==> config.mk <==
export PLATFORM = sky130hd
export DESIGN_NAME = chime_sequencer
export DESIGN_NICKNAME = d
export VERILOG_FILES = /design/src/rtl/chime_pkg.sv /design/src/rtl/chime_tone_gen.sv /design/src/rtl/chime_sequencer.sv
export SDC_FILE = /design/constraint.sdc
export NUM_CORES = 1
export LEC_CHECK = 0
export CORE_MARGIN = 4
export CORE_UTILIZATION = 56
export CTS_BUF_LIST = sky130_fd_sc_hd__clkbuf_8
export CTS_CLUSTER_DIAMETER = 120
export CTS_CLUSTER_SIZE = 25
export DETAILED_ROUTE_END_ITERATION = 6
export PLACE_DENSITY = 0.77
export SYNTH_ARGS = -nofsm -noshare
export SYNTH_HDL_FRONTEND = slang
export SYNTH_SLANG_ARGS = --single-unit
==> constraint.sdc <==
create_clock -name clk -period 1.7 [get_ports clk]
set_input_delay 0.425 -clock clk [delete_from_list [all_inputs] [get_ports clk]]
set_output_delay 0.425 -clock clk [all_outputs]
set_load 0.05 [all_outputs]
==> src/rtl/chime_pkg.sv <==
// Shared types and default timing for the doorbell chime sequencer.
// Lengths and half-periods are in clk cycles.
package chime_pkg;

  typedef enum logic [1:0] {
    IDLE,
    DING,
    GAP,
    DONG
  } chime_state_t;

  localparam int DEF_DIV_A    = 2500;
  localparam int DEF_DIV_B    = 3125;
  localparam int DEF_DING_LEN = 1000;
  localparam int DEF_GAP_LEN  = 100;
  localparam int DEF_DONG_LEN = 1500;

  function automatic int max3(input int a, input int b, input int c);
    int m;
    m = (a > b) ? a : b;
    return (m > c) ? m : c;
  endfunction

endpackage

==> src/rtl/chime_tone_gen.sv <==
// Half-period square-wave generator; en low holds counter and tone at 0.
// The tone register is the output, so the first high level appears DIV cycles after en rises.
module tone_gen #(
  parameter int DIV = 2
) (
  input  logic clk,
  input  logic rst,
  input  logic en,
  output logic tone
);

  localparam int CW = (DIV > 1) ? $clog2(DIV) : 1;
  localparam logic [CW-1:0] LAST = CW'(DIV - 1);

  logic [CW-1:0] r_cnt;
  logic          r_tone;

  always_ff @(posedge clk) begin
    if (rst || !en) begin
      r_cnt  <= '0;
      r_tone <= 1'b0;
    end else if (r_cnt == LAST) begin
      r_cnt  <= '0;
      r_tone <= ~r_tone;
    end else begin
      r_cnt  <= r_cnt + 1'b1;
    end
  end

  assign tone = r_tone;

endmodule

==> src/rtl/chime_sequencer.sv <==
// One-shot ding / gap / dong sequencer feeding the doorbell sound mux.
// Edge detect, phase FSM and phase counter live here; tones come from tone_gen.
module chime_sequencer
  import chime_pkg::*;
#(
  parameter int DIV_A    = DEF_DIV_A,
  parameter int DIV_B    = DEF_DIV_B,
  parameter int DING_LEN = DEF_DING_LEN,
  parameter int GAP_LEN  = DEF_GAP_LEN,
  parameter int DONG_LEN = DEF_DONG_LEN
) (
  input  logic clk,
  input  logic rst,
  input  logic button,
  output logic tone_a,
  output logic tone_b,
  output logic sel,
  output logic busy
);

  localparam int MAXL = max3(DING_LEN, GAP_LEN, DONG_LEN);
  localparam int PCW  = (MAXL > 1) ? $clog2(MAXL) : 1;

  localparam logic [PCW-1:0] L_DING = PCW'(DING_LEN - 1);
  localparam logic [PCW-1:0] L_GAP  = PCW'(GAP_LEN - 1);
  localparam logic [PCW-1:0] L_DONG = PCW'(DONG_LEN - 1);

  chime_state_t   r_state;
  chime_state_t   w_state_nxt;
  logic [PCW-1:0] r_cnt;
  logic [PCW-1:0] w_cnt_nxt;
  logic           r_button_q;
  logic           r_sel;
  logic           r_busy;
  logic           w_rise;
  logic           w_en_a;
  logic           w_en_b;

  assign w_rise = button & ~r_button_q;

  always_comb begin
    w_state_nxt = r_state;
    w_cnt_nxt   = r_cnt + 1'b1;
    unique case (r_state)
      IDLE: if (w_rise) w_state_nxt = DING;
      DING: if (r_cnt == L_DING)
              w_state_nxt = (GAP_LEN > 0) ? GAP : DONG;
      GAP:  if (r_cnt == L_GAP) w_state_nxt = DONG;
      DONG: if (r_cnt == L_DONG) w_state_nxt = IDLE;
      default: w_state_nxt = IDLE;
    endcase
    if (w_state_nxt != r_state || w_state_nxt == IDLE)
      w_cnt_nxt = '0;
  end

  // button_q keeps sampling during reset so a press held across reset is not an edge
  always_ff @(posedge clk) begin
    r_button_q <= button;
    if (rst) begin
      r_state <= IDLE;
      r_cnt   <= '0;
      r_sel   <= 1'b0;
      r_busy  <= 1'b0;
    end else begin
      r_state <= w_state_nxt;
      r_cnt   <= w_cnt_nxt;
      r_sel   <= (w_state_nxt == DONG);
      r_busy  <= (w_state_nxt != IDLE);
    end
  end

  // Dropping en on the exit edge guarantees a tone is 0 the cycle after its phase
  assign w_en_a = (r_state == DING) && (w_state_nxt == DING);
  assign w_en_b = (r_state == DONG) && (w_state_nxt == DONG);

  tone_gen #(.DIV(DIV_A)) u_tone_a (
    .clk  (clk),
    .rst  (rst),
    .en   (w_en_a),
    .tone (tone_a)
  );

  tone_gen #(.DIV(DIV_B)) u_tone_b (
    .clk  (clk),
    .rst  (rst),
    .en   (w_en_b),
    .tone (tone_b)
  );

  assign sel  = r_sel;
  assign busy = r_busy;

endmodule

---- Yosys cells after proc, flatten, opt, wreduce, memory -nomap -nowiden ----
Cells that the tools add are included.
Widths: inputs -> output; s select.
storage, ports and cells
  register bits after elaboration ......... 42
  bits of input ports ..................... 3
  output and inout bits ................... 4
cells by class
  add/sub/neg operators ................... 3
  equality and inequality tests ........... 11
  mux-type cells .......................... 5
  bitwise operators ....................... 4
  reduce and logical (&&, ||, !) cells .... 13
operators with widths
  operator               count
  $add 12x1->12 const B  2
  $eq 12x12->1 const B   2
  $add 11x1->11 const B  1
  $eq 11x10->1 const B   1
  $eq 11x11->1 const B   1
  $eq 11x7->1 const B    1
  $mux 2                 4
  $pmux 2 s4             1
  $eq 2x2->1 const B     3
  $reduce_or 2->1        3
  $eq 2x1->1 const B     2
  $logic_not 2->1        2
  $logic_or 1x1->1       3
  $not 1->1              3
  $logic_and 1x1->1      2
  $logic_not 1->1        2
  $ne 2x2->1             1
  $reduce_bool 2->1      1
  $and 1x1->1            1

---- Longest topological paths before layout ----
Gate-level depths: netlist of run 1.
  depth in word-level cells ............... 9
  gate-level depth with buffers ........... 7
  depth with buffers taken out ............ 6

---- Hierarchy ----
From an unflattened synthesis of run 1, not the netlist that was laid out.
unflattened totals
  cell total of the unflattened synthesis .. 210
  area, all modules ....................... 1998.2 µm²
by module, submodules not included
  module               instances  cells an instance  area an instance (µm²)  seq. area each (µm²)
  chime_sequencer      1          86                 812.0                   320.3
  tone_gen (u_tone_a)  1          58                 596.8                   260.2
  tone_gen (u_tone_b)  1          66                 589.3                   260.2

---- Worst setup path after synthesis of run 1 ----
No wires, ideal clock.
  path type ............................... register to register
  start ................................... register r_cnt[0]
  end ..................................... register r_cnt[2]
  setup time .............................. 130 ps
  arrival ................................. 1705 ps
  data required time ...................... 1570 ps
  path slack .............................. -135 ps
  cell stages (with the launch flop) ...... 7
  period minus slack after synthesis ...... 1835 ps
  cell sequence ........................... dfxtp_1 > ha_1 > nor3b_1 > or4b_1 > a31oi_1 > buf_2 > nor3_1
on the way
  cells in the longest elaborated chain, start to end .. 6
  elaborated cells on any way between the ends .. 12
  those cells by class .................... 1 x add/sub; 4 x eq/ne; 4 x mux; 3 x reduce/logical
ends and longest elaborated chain
  element                                               RTL line                                                             text
  from (decl)                                           chime_sequencer.sv:30                                                logic [PCW-1:0] r_cnt;
  from (signal assigned)                                chime_sequencer.sv:66                                                r_cnt <= w_cnt_nxt;
  $eq 11x11->1, or another cell as far along            chime_sequencer.sv:49                                                DONG: if (r_cnt == L_DONG) w_state_nxt = IDLE;
  $mux 2 (on tied branches)                             chime_sequencer.sv:49, chime_sequencer.sv:46, chime_sequencer.sv:48
  $pmux 2 s4                                            chime_sequencer.sv:44                                                unique case (r_state)
  $ne 2x2->1 / $logic_not 2->1 (equally long branches)  chime_sequencer.sv:52                                                if (w_state_nxt != r_state || w_state_nxt == IDLE)
  $logic_or 1x1->1                                      chime_sequencer.sv:52
  $reduce_or 2->1 (no line)                             n/a
Several ways; a longest one is shown, not always the timed one.
A chain may end at the register's enable or synchronous reset.

---- Worst setup path in the final report of run 1 ----
  start ................................... register r_cnt[1]
  end ..................................... register r_cnt[10]
The elaborated chain is that of the path after synthesis.

==> results.tsv, run 1 <==
stage	metric	value	unit
run_status	status	finished, violations left	
run_status	failing checks	setup timing	
pwr	Peak VDD IR	0.603	mV
sta	fmax	567	MHz
cts	Max Buffers Root-to-Sink	2	
detailed_routing	vias per cell	5.56	
cts	CTS tree	built	
sta	Worst slew margin	0.698	
detailed_routing	drt pass-1 iters	4	
yosys	Post-Syn Instances	205	
min_path	hold depth	1	
die	Placement Rows	20	
sta	fin crit period	1.76	ns
final_layout	ant diodes	0	
yosys	Synth Area in Adders	0.0269	
min_path	HP Start	u_tone_b.r_cnt[0]$_SDFF_PP0_	
yosys	largest family of logic cells by synthesized area	simple AND/OR/NAND/NOR gates	
worst_setup_path	reg-to-reg slack, setup	-0.06	ns
yosys	Syn Nets	212	
pwr	Pwr Density	758	nW/µm²
yosys	simple-gate area share of the yosys netlist	0.303	
pwr	Final Power	1830	µW
grt	total track usage	0.210	
yosys	post-synthesis compound-gate area fraction	0.0451	
worst_setup_path	Req. time, crit path	1.86	ns
sta	final worst slack	-0.0622	ns
final_layout	Filler Cells Inserted	210	
detailed_routing	WL final	4080	µm
final_layout	final std cells w/o fill	289	
cts	hold buffers post-CTS	0	
pwr	LEAKAGE	0.000841	µW
yosys	Seq/Total Area, Yosys	0.452	
detailed_routing	final antenna-violating net count	0	
detailed_routing	WL/cell	14.1	µm
yosys	synthesized area per cell	9.07	µm²
die	die height	65.6	µm
yosys	Mapped Area	1860	µm²
sta	Total Neg Setup Slack	-1.02	ns
placement	PortBufs	6	
worst_setup_path	CP Max Fanout	6	
min_path	Hold Path End	u_tone_b.r_cnt[0]$_SDFF_PP0_	
detailed_routing	DRC viols	0	
yosys	dominant cell type by area after synthesis	dfxtp_1	
die	io pins	7	
yosys	post-synthesis mux area share	0	
final_layout	Final Net Count	251	
placement	GP Congestion	0.909	
sta	Fin. Hold Viols	0	
die	die footprint	4310	µm²
final_layout	share of layout cells above drive strength 1	0.245	
grt	pin count of the biggest net entering global routing	14	
worst_setup_path	R2R Path End	r_cnt[10]$_SDFF_PP0_	
yosys	Post-synth EDFFs	0	
cts	H-tree Lvls	2	
cts	clk sink count	42	
worst_setup_path	reg2reg start	r_cnt[1]$_SDFF_PP0_	
yosys	Commonest cells post-synth	dfxtp_1, nor2_1, nor3_1, xnor2_1, nand3_1	
placement	DP HPWL	2880	µm
yosys	count leader, synth	dfxtp_1	
sta	Setup-failing EPs final	25	
grt	grt ovf	0	
die	initial core utilization	0.599	
final_layout	final non-filler cell area	2410	µm²
cts	cts bufs inserted	5	
sta	Tightest Pin Transition	0.451	ns
yosys	ranking of synthesized cells by area	dfxtp_1, xnor2_1, xor2_1, nor2_1, nor3_1	
sta	period utilization	1.04	
sta	unrepaired setup endpoints after global routing	true	
yosys	Post-Synth XOR/XNOR Area	0.141	
die	die extent in x	65.6	µm
yosys	top_reg_cell synth	dfxtp_1	
placement	total placed cells including tap cells	278	
sta	Max Slew Vio Count	0	
detailed_routing	DR vias	1608	
min_path	worst hold path type	reg2reg	
cts	CTS Root Cell	clkbuf_8	
detailed_routing	initial DRC count	131	
yosys	ys async rst share	0	
worst_setup_path	FF-to-FF path depth	6	
yosys	synth unique cells	36	
sta	Worst Hold Slack	0.481	ns
worst_setup_path	Worst Path Arrival	1.92	ns
placement	placed cell areas	2210	µm²
sta	final clock skew	0.00200	ns
yosys	synthesized flop and latch total	42	
final_layout	Syn-to-layout area delta	29.6	%
yosys	Synth top area share	0.452	
worst_setup_path	CP Launch Type	register	
grt	first-pass GRT wire length	6910	µm
worst_setup_path	Crit. End Element	register	
cts	Worst-path clk slew	0.08	ns
cts	clk_lat worst skew	0.29	ns
die	Core ar.	3100	µm²
grt	vias in the first global route	1612	
grt	initial antenna violation count	0	
yosys	warnings from Yosys	0	
worst_setup_path	Crit Path Class	reg2reg	
flow_run	max cap viols	0	
==> repair_timing <==
action	4_1_cts	5_1_grt
endpoints found under the hold margin	0	0
setup buffers	1	0
resized for setup	4	13
pin swaps	0	3
gates cloned	1	1
setup endpoints to repair	26	40
==> cell usage in the layout (no fill, tap or decap), drive strengths merged, types with 3 or more instances in the layout <==
| cell | synthesis | routed |
|---|---|---|
| nor3b | 3 | 3 |
| inv | 10 | 10 |
| nand4 | 3 | 3 |
| dfxtp | 42 | 42 |
| ha | 4 | 4 |
| or4 | 3 | 3 |
| nor3 | 16 | 16 |
| a21oi | 3 | 3 |
| buf | 3 | 34 |
| nor4 | 3 | 3 |
| nor4b | 3 | 3 |
| xor2 | 14 | 14 |
| nand2 | 12 | 12 |
| xnor2 | 16 | 16 |
| nand3 | 15 | 15 |
| and4 | 3 | 3 |
| nand4b | 4 | 4 |
| clkbuf | 1 | 5 |
| nor2 | 29 | 29 |
==> worst max-delay path, cell delays in order, from the launching register on <==
cell and delay (ns):
dfxtp_2 0.36, ha_4 0.14, nor3b_4 0.20, or4b_4 0.50, a31oi_4 0.21, buf_6 0.16
nor3_1 0.06
==> power by group <==
group          internal [µW]  switching (µW)
registers                990            2.95
logic                   26.4            39.8
clock network            432             335
total                   1450             378
==> logic make-up (layout without fill, tap and decap cells) <==
logic type,after synthesis,count (layout)
xor gates and xnor gates,30,30
buffers and inverters,14,54
and+or+nand+nor,103,103
AOI/OAI and AO/OA,12,12
adders and majority gates,4,4
DFF,42,42
==> metal layers <==
| layer | up-vias | wire length, µm | track usage |
|---|---|---|---|
| met1 | 770 | 1760 | 0.240 |
| li1 | 795 | - | - |
| met2 | 37 | 2080 | 0.372 |
| met3 | 6 | 192 | 0.0479 |
| met4 | 0 | 54 | 0.0881 |
| met5 | - | 0 | 0 |
==> registers in the layout (all words and copies together), names as in the netlist <==
name            flops
busy                1
r_button_q          1
r_cnt              11
r_state             2
sel                 1
u_tone_a.r_cnt     12
u_tone_a.tone       1
u_tone_b.r_cnt     12
u_tone_b.tone       1
==> stage by stage <==
step	worst slack, ns	utilization
2_1_floorplan	-0.0102	-
3_3_place_gp	-0.0526	0.713
3_5_place_dp	-0.0888	0.713
4_1_cts	-0.0580	0.758
5_1_grt	-0.127	0.777
6_report	-0.0622	0.777
==> worst max-delay path by stage <==
| stage | startpoint | endpoint | slack (ns) | depth (start not counted) |
|---|---|---|---|---|
| after floorplan | u_tone_a.r_cnt[3]$_SDFF_PP0_ | u_tone_a.tone$_SDFFE_PP0P_ | -0.01 | 4 |
| after global placement | rst | u_tone_b.r_cnt[11]$_SDFF_PP0_ | -0.05 | 4 |
| after detailed placement | rst | u_tone_b.r_cnt[11]$_SDFF_PP0_ | -0.09 | 4 |
| after CTS | u_tone_a.r_cnt[3]$_SDFF_PP0_ | u_tone_a.tone$_SDFFE_PP0P_ | -0.06 | 4 |
| after global routing | r_cnt[1]$_SDFF_PP0_ | r_cnt[9]$_SDFF_PP0_ | -0.13 | 6 |
| final | r_cnt[1]$_SDFF_PP0_ | r_cnt[10]$_SDFF_PP0_ | -0.06 | 6 |
==> area by class of cell <==
type	instances	area, µm²	area share
clock buffer	5	68.8	0.0286
inverter	10	37.5	0.0156
sequential	42	847	0.352
tap	44	55.1	0.0228
multi-input combinational	149	1030	0.429
timing repair buffer	36	328	0.136
clock inverter	3	40.0	0.0166
Power figures use the tool's default switching activity.
==> inputs of run 2 (changes only) <==
Settings changed: CORE_UTILIZATION 56 to 58, DONT_BUFFER_PORTS from default to 1, HOLD_SLACK_MARGIN from default to 0.02, PLACE_DENSITY 0.77 to 0.76.
==> run 2 against run 1 <==
The flow still finishes with violations (setup timing). Clock power shrank 3.4%. Maximum frequency shrank 1.2%. Critical path depth is the same. Clock skew grew 0.0045 ns. Die area shrank 3.0%. Wire length shrank 4.6%. Utilization shrank 2.7 points. Power shrank 2.1%. Cell count shrank 3.5%. Via count shrank 3.9%. Clock-buffer cell count grew 3. Largest power group unchanged.
==> results.tsv, run 2 (synthesized netlist as in run 1, its figures left out) <==
stage	metric	value	unit
final_layout	biggest regs	u_tone_a.r_cnt: 12 flops, u_tone_b.r_cnt: 12 flops, r_cnt: 11 flops	
sta	final worst slack	-0.0845	ns
cts	clk_lat worst skew	0.30	ns
cts	H-tree Lvls	2	
detailed_routing	vias per cell	5.54	
cts	clk sink count	42	
placement	DP HPWL	2660	µm
pwr	Pwr Density	781	nW/µm²
worst_setup_path	CP endpoint	r_cnt[4]$_SDFF_PP0_	
sta	Fin. Hold Viols	0	
worst_setup_path	R2R Path End	r_cnt[4]$_SDFF_PP0_	
final_layout	commonest non-fill, non-tap cell in the layout	dfxtp_1	
sta	Max Slew Vio Count	0	
die	io pins	7	
worst_setup_path	Req. time, crit path	1.87	ns
detailed_routing	WL/cell	14.0	µm
pwr	Final Power	1790	µW
detailed_routing	WL final	3900	µm
die	die height	64.6	µm
run_status	failing checks	setup timing	
cts	CTS Root Cell	clkbuf_8	
final_layout	utilization after layout	0.750	
grt	pin count of the biggest net entering global routing	13	
placement	PortBufs	0	
grt	grt ovf	0	
die	Core ar.	3050	µm²
sta	period utilization	1.05	
detailed_routing	DRC viols	0	
cts	Max Buffers Root-to-Sink	2	
sta	final clock skew	0.00652	ns
worst_setup_path	CP Max Fanout	6	
cts	hold buffers post-CTS	0	
pwr	Peak VDD IR	0.589	mV
final_layout	Filler Cells Inserted	211	
min_path	worst hold path type	in2reg	
placement	GP Congestion	0.812	
sta	fmax	560	MHz
worst_setup_path	FF-to-FF path depth	6	
sta	Worst Hold Slack	0.143	ns
final_layout	register area	848	µm²
cts	cts bufs inserted	5	
worst_setup_path	Crit Path Class	reg2reg	
detailed_routing	initial DRC count	114	
worst_setup_path	Worst Path Arrival	1.96	ns
cts	Worst-path clk slew	0.08	ns
flow_run	max cap viols	0	
die	die extent in x	64.6	µm
detailed_routing	drt pass-1 iters	4	
worst_setup_path	reg2reg start	r_cnt[0]$_SDFF_PP0_	
final_layout	area of the multi-input gates	1020	µm²
final_layout	ant diodes	0	
pwr	LEAKAGE	0.000787	µW
sta	Worst slew margin	0.635	
grt	initial antenna violation count	0	
sta	Tightest Pin Transition	0.547	ns
worst_setup_path	Crit. End Element	register	
grt	total track usage	0.204	
sta	fin crit period	1.78	ns
grt	vias in the first global route	1519	
min_path	HP Start	button	
detailed_routing	DR vias	1545	
final_layout	leading cell types in the layout, fill and taps excluded	dfxtp_1, nor2_1, buf_4, nor3_1, xnor2_1	
worst_setup_path	CP Launch Type	register	
worst_setup_path	Critical path origin	r_cnt[0]$_SDFF_PP0_	
detailed_routing	final antenna-violating net count	0	
die	Placement Rows	20	
die	die footprint	4180	µm²
run_status	status	finished, violations left	
sta	Setup-failing EPs final	25	
die	initial core utilization	0.609	
sta	unrepaired setup endpoints after global routing	true	
cts	CTS tree	built	
final_layout	Final Net Count	241	
grt	first-pass GRT wire length	6570	µm
worst_setup_path	reg-to-reg slack, setup	-0.08	ns
final_layout	share of layout cells above drive strength 1	0.217	
final_layout	Syn-to-layout area delta	23.1	%
## run 2: worst min-delay path by stage
stage | slack, ns | to | depth (start not counted)
floorplan | 0.43 | r_cnt[0]$_SDFF_PP0_ | 1
global placement | 0.45 | r_button_q$_DFF_P_ | 0
detailed placement | 0.45 | r_button_q$_DFF_P_ | 0
CTS | 0.14 | r_button_q$_DFF_P_ | 0
global route | 0.13 | r_button_q$_DFF_P_ | 0
finish | 0.14 | r_button_q$_DFF_P_ | 0
## run 2: stage by stage
step	setup TNS, ns	instance area [µm²]	setup slack (ns)	std cells
2_1_floorplan	-0.0238	1900	-0.0102	205
6_report	-1.39	2290	-0.0845	279
5_1_grt	-3.26	2290	-0.177	279
3_3_place_gp	-0.0894	2120	-0.00960	270
3_5_place_dp	-0.320	2120	-0.0315	270
4_1_cts	-0.396	2250	-0.0314	278
## run 2: critical path: stages, from the launching register on
cell,delay (ns)
dfxtp_2,0.35
ha_4,0.13
nor3b_4,0.23
or4b_4,0.51
a31oi_4,0.23
buf_6,0.15
nor3_1,0.05
## run 2: cell type report
type	count	area share
Clock buffer	8	0.0481
Inverter	10	0.0164
Multi-Input combinational cell	149	0.447
Sequential cell	42	0.370
Tap cell	44	0.0240
Timing Repair Buffer	26	0.0940
## run 2: where the power goes
group          leakage (µW)  internal (µW)  switching, µW
Combinational      0.000387           17.8           25.9
Sequential         0.000342            990           12.4
Clock             0.0000575            410            332
## run 2: routing by layer
layer | routed length (µm) | global-route usage
met2 | 1950 | 0.336
met4 | 76 | 0.0844
met5 | 0 | 0
met3 | 186 | 0.0728
met1 | 1690 | 0.240
## run 2: timing repair
| item | 4_1_cts | 5_1_grt |
|---|---|---|
| setup endpoints to repair | 30 | 39 |
| resized for setup | 5 | 9 |
| gates cloned | 0 | 1 |
| setup buffers | 0 | 1 |
| pin swaps | 0 | 4 |
==> inputs of run 3 (changes only) <==
Settings changed: CELL_PAD_IN_SITES_DETAIL_PLACEMENT from default to 2, CELL_PAD_IN_SITES_GLOBAL_PLACEMENT from default to 2, CORE_MARGIN 4 to 2, CORE_UTILIZATION 58 to 37, PLACE_DENSITY 0.76 to default, PLACE_DENSITY_LB_ADDON from default to 0.1.
==> run 3 against run 2 <==
The flow still finishes with violations (setup timing). First-iteration DRC count decreased by 66%. Clock skew hardly changed. Sequential share of layout area shrank 3.4 points. Critical endpoint unchanged. Largest power group unchanged. Worst setup slack worse by 0.060 ns. Critical path type unchanged. Combinational power increased by 18%.
==> results.tsv, run 3 (synthesized netlist as in run 1, its figures left out) <==
stage	metric	value	unit
grt	initial antenna violation count	0	
grt	pin count of the biggest net entering global routing	13	
sta	Worst slew margin	0.585	
placement	PortBufs	0	
final_layout	Syn-to-layout area delta	35.5	%
grt	vias in the first global route	1838	
grt	grt ovf	0	
grt	GR Util met2	0.412	
final_layout	leading cell types in the layout, fill and taps excluded	dfxtp_1, buf_4, nor2_1, xnor2_1, nand3_1	
cts	Max Buffers Root-to-Sink	2	
sta	final worst slack	-0.145	ns
worst_setup_path	CP Launch Type	register	
cts	CTS Root Cell	clkbuf_8	
die	die footprint	5610	µm²
min_path	worst hold path type	in2reg	
detailed_routing	WL final	6620	µm
grt	GRT Max-Usage Layer	met2	
worst_setup_path	Req. time, crit path	1.89	ns
worst_setup_path	Crit Path Class	reg2reg	
grt	total track usage	0.234	
sta	period utilization	1.09	
sta	Worst Hold Slack	0.153	ns
cts	clk_lat worst skew	0.29	ns
worst_setup_path	Worst Path Arrival	2.03	ns
cts	Worst-path clk slew	0.08	ns
final_layout	share of layout cells above drive strength 1	0.339	
final_layout	ant diodes	0	
cts	clk sink count	42	
detailed_routing	vias per cell	5.39	
cts	cts bufs inserted	5	
detailed_routing	DRC viols	0	
final_layout	biggest regs	u_tone_a.r_cnt: 12 flops, u_tone_b.r_cnt: 12 flops, r_cnt: 11 flops	
grt	met3 Resource Use GR	0.0469	
final_layout	Final Net Count	249	
detailed_routing	DR vias	1665	
cts	CTS tree	built	
worst_setup_path	Crit. End Element	register	
die	io pins	7	
detailed_routing	final antenna-violating net count	0	
sta	Max Slew Vio Count	0	
grt	met1 Use GR	0.275	
sta	fin crit period	1.84	ns
sta	Tightest Pin Transition	0.621	ns
detailed_routing	WL/cell	21.4	µm
worst_setup_path	reg-to-reg slack, setup	-0.14	ns
final_layout	commonest non-fill, non-tap cell in the layout	dfxtp_1	
worst_setup_path	CP Max Fanout	6	
run_status	status	finished, violations left	
sta	Total Neg Setup Slack	-2.50	ns
sta	Fin. Hold Viols	0	
detailed_routing	drt pass-1 iters	4	
pwr	Pwr Density	739	nW/µm²
placement	GP Congestion	0.763	
sta	final clock skew	0.00681	ns
run_status	failing checks	setup timing	
die	Placement Rows	25	
die	die extent in x	74.9	µm
die	Core ar.	4790	µm²
die	initial core utilization	0.388	
grt	first-pass GRT wire length	9590	µm
cts	hold buffers post-CTS	0	
placement	DP HPWL	3820	µm
detailed_routing	initial DRC count	39	
sta	unrepaired setup endpoints after global routing	true	
pwr	LEAKAGE	0.000843	µW
cts	H-tree Lvls	2	
flow_run	max cap viols	0	
pwr	Peak VDD IR	0.550	mV
sta	fmax	542	MHz
sta	Setup-failing EPs final	38	
die	die height	74.9	µm
run 3: changes by cell type in the layout (fill, tap and decap cells not counted), moves of 2 or more:
cell,change
buf_4,+5
clkbuf_8,-2
nor2_1,-9
nor2_2,+9
nor3_1,-10
nor3_2,+10
nor3b_1,-2
nor3b_2,+2
run 3: where the power goes:
group	internal (µW)	switching (µW)
logic	20.4	31.1
registers	990	12.6
clock network	470	337
total	1480	381
run 3: per-stage QoR:
| stage | setup WS [ns] | area, µm² | util | power, µW | instances |
|---|---|---|---|---|---|
| 3_5_place_dp | -0.120 | 2180 | 0.455 | 1070 | 295 |
| 2_1_floorplan | -0.0102 | 1900 | - | 1050 | 205 |
| 6_report | -0.145 | 2520 | 0.526 | 1860 | 309 |
| 5_1_grt | -0.239 | 2520 | 0.526 | 1930 | 309 |
| 4_1_cts | -0.103 | 2430 | 0.507 | 1880 | 305 |
| 3_3_place_gp | -0.0142 | 2180 | 0.455 | 1070 | 295 |
run 3: per-layer routing:
metal  share of wire  vias up
met5               0        -
met4           0.042        0
met3           0.026       23
met2            0.53       32
met1            0.41      826
li1                -      784
run 3: worst paths after layout:
path / from / to / cells after the start
max: r_cnt[1]$_SDFF_PP0_ / r_cnt[4]$_SDFF_PP0_ / 6
min: button / r_button_q$_DFF_P_ / 0
min reg2reg: r_cnt[0]$_SDFF_PP0_ / r_cnt[0]$_SDFF_PP0_ / 2
max reg2reg: r_cnt[1]$_SDFF_PP0_ / r_cnt[4]$_SDFF_PP0_ / 6
run 3: timing repair:
item,in CTS,in global routing
resized for setup,27,16
buffers inserted,1,5
endpoints found under the setup margin,39,41
pin swaps,7,9
gates cloned,2,0
run 3: critical path, stage by stage (launching register included):
cell and delay, ns:
dfxtp_2 0.36, ha_4 0.15, nor3b_4 0.25, or4b_4 0.51
a31oi_4 0.23, buf_6 0.18, nor3_1 0.06
run 3: layout make-up:
class | count | area [µm²]
fill | 508 | 2270
inverter | 10 | 37.5
clock buffer | 6 | 82.6
sequential | 42 | 848
multi-input combinational | 149 | 1140
clock inverter | 1 | 30.0
timing repair buffer | 34 | 299
tap | 67 | 83.8
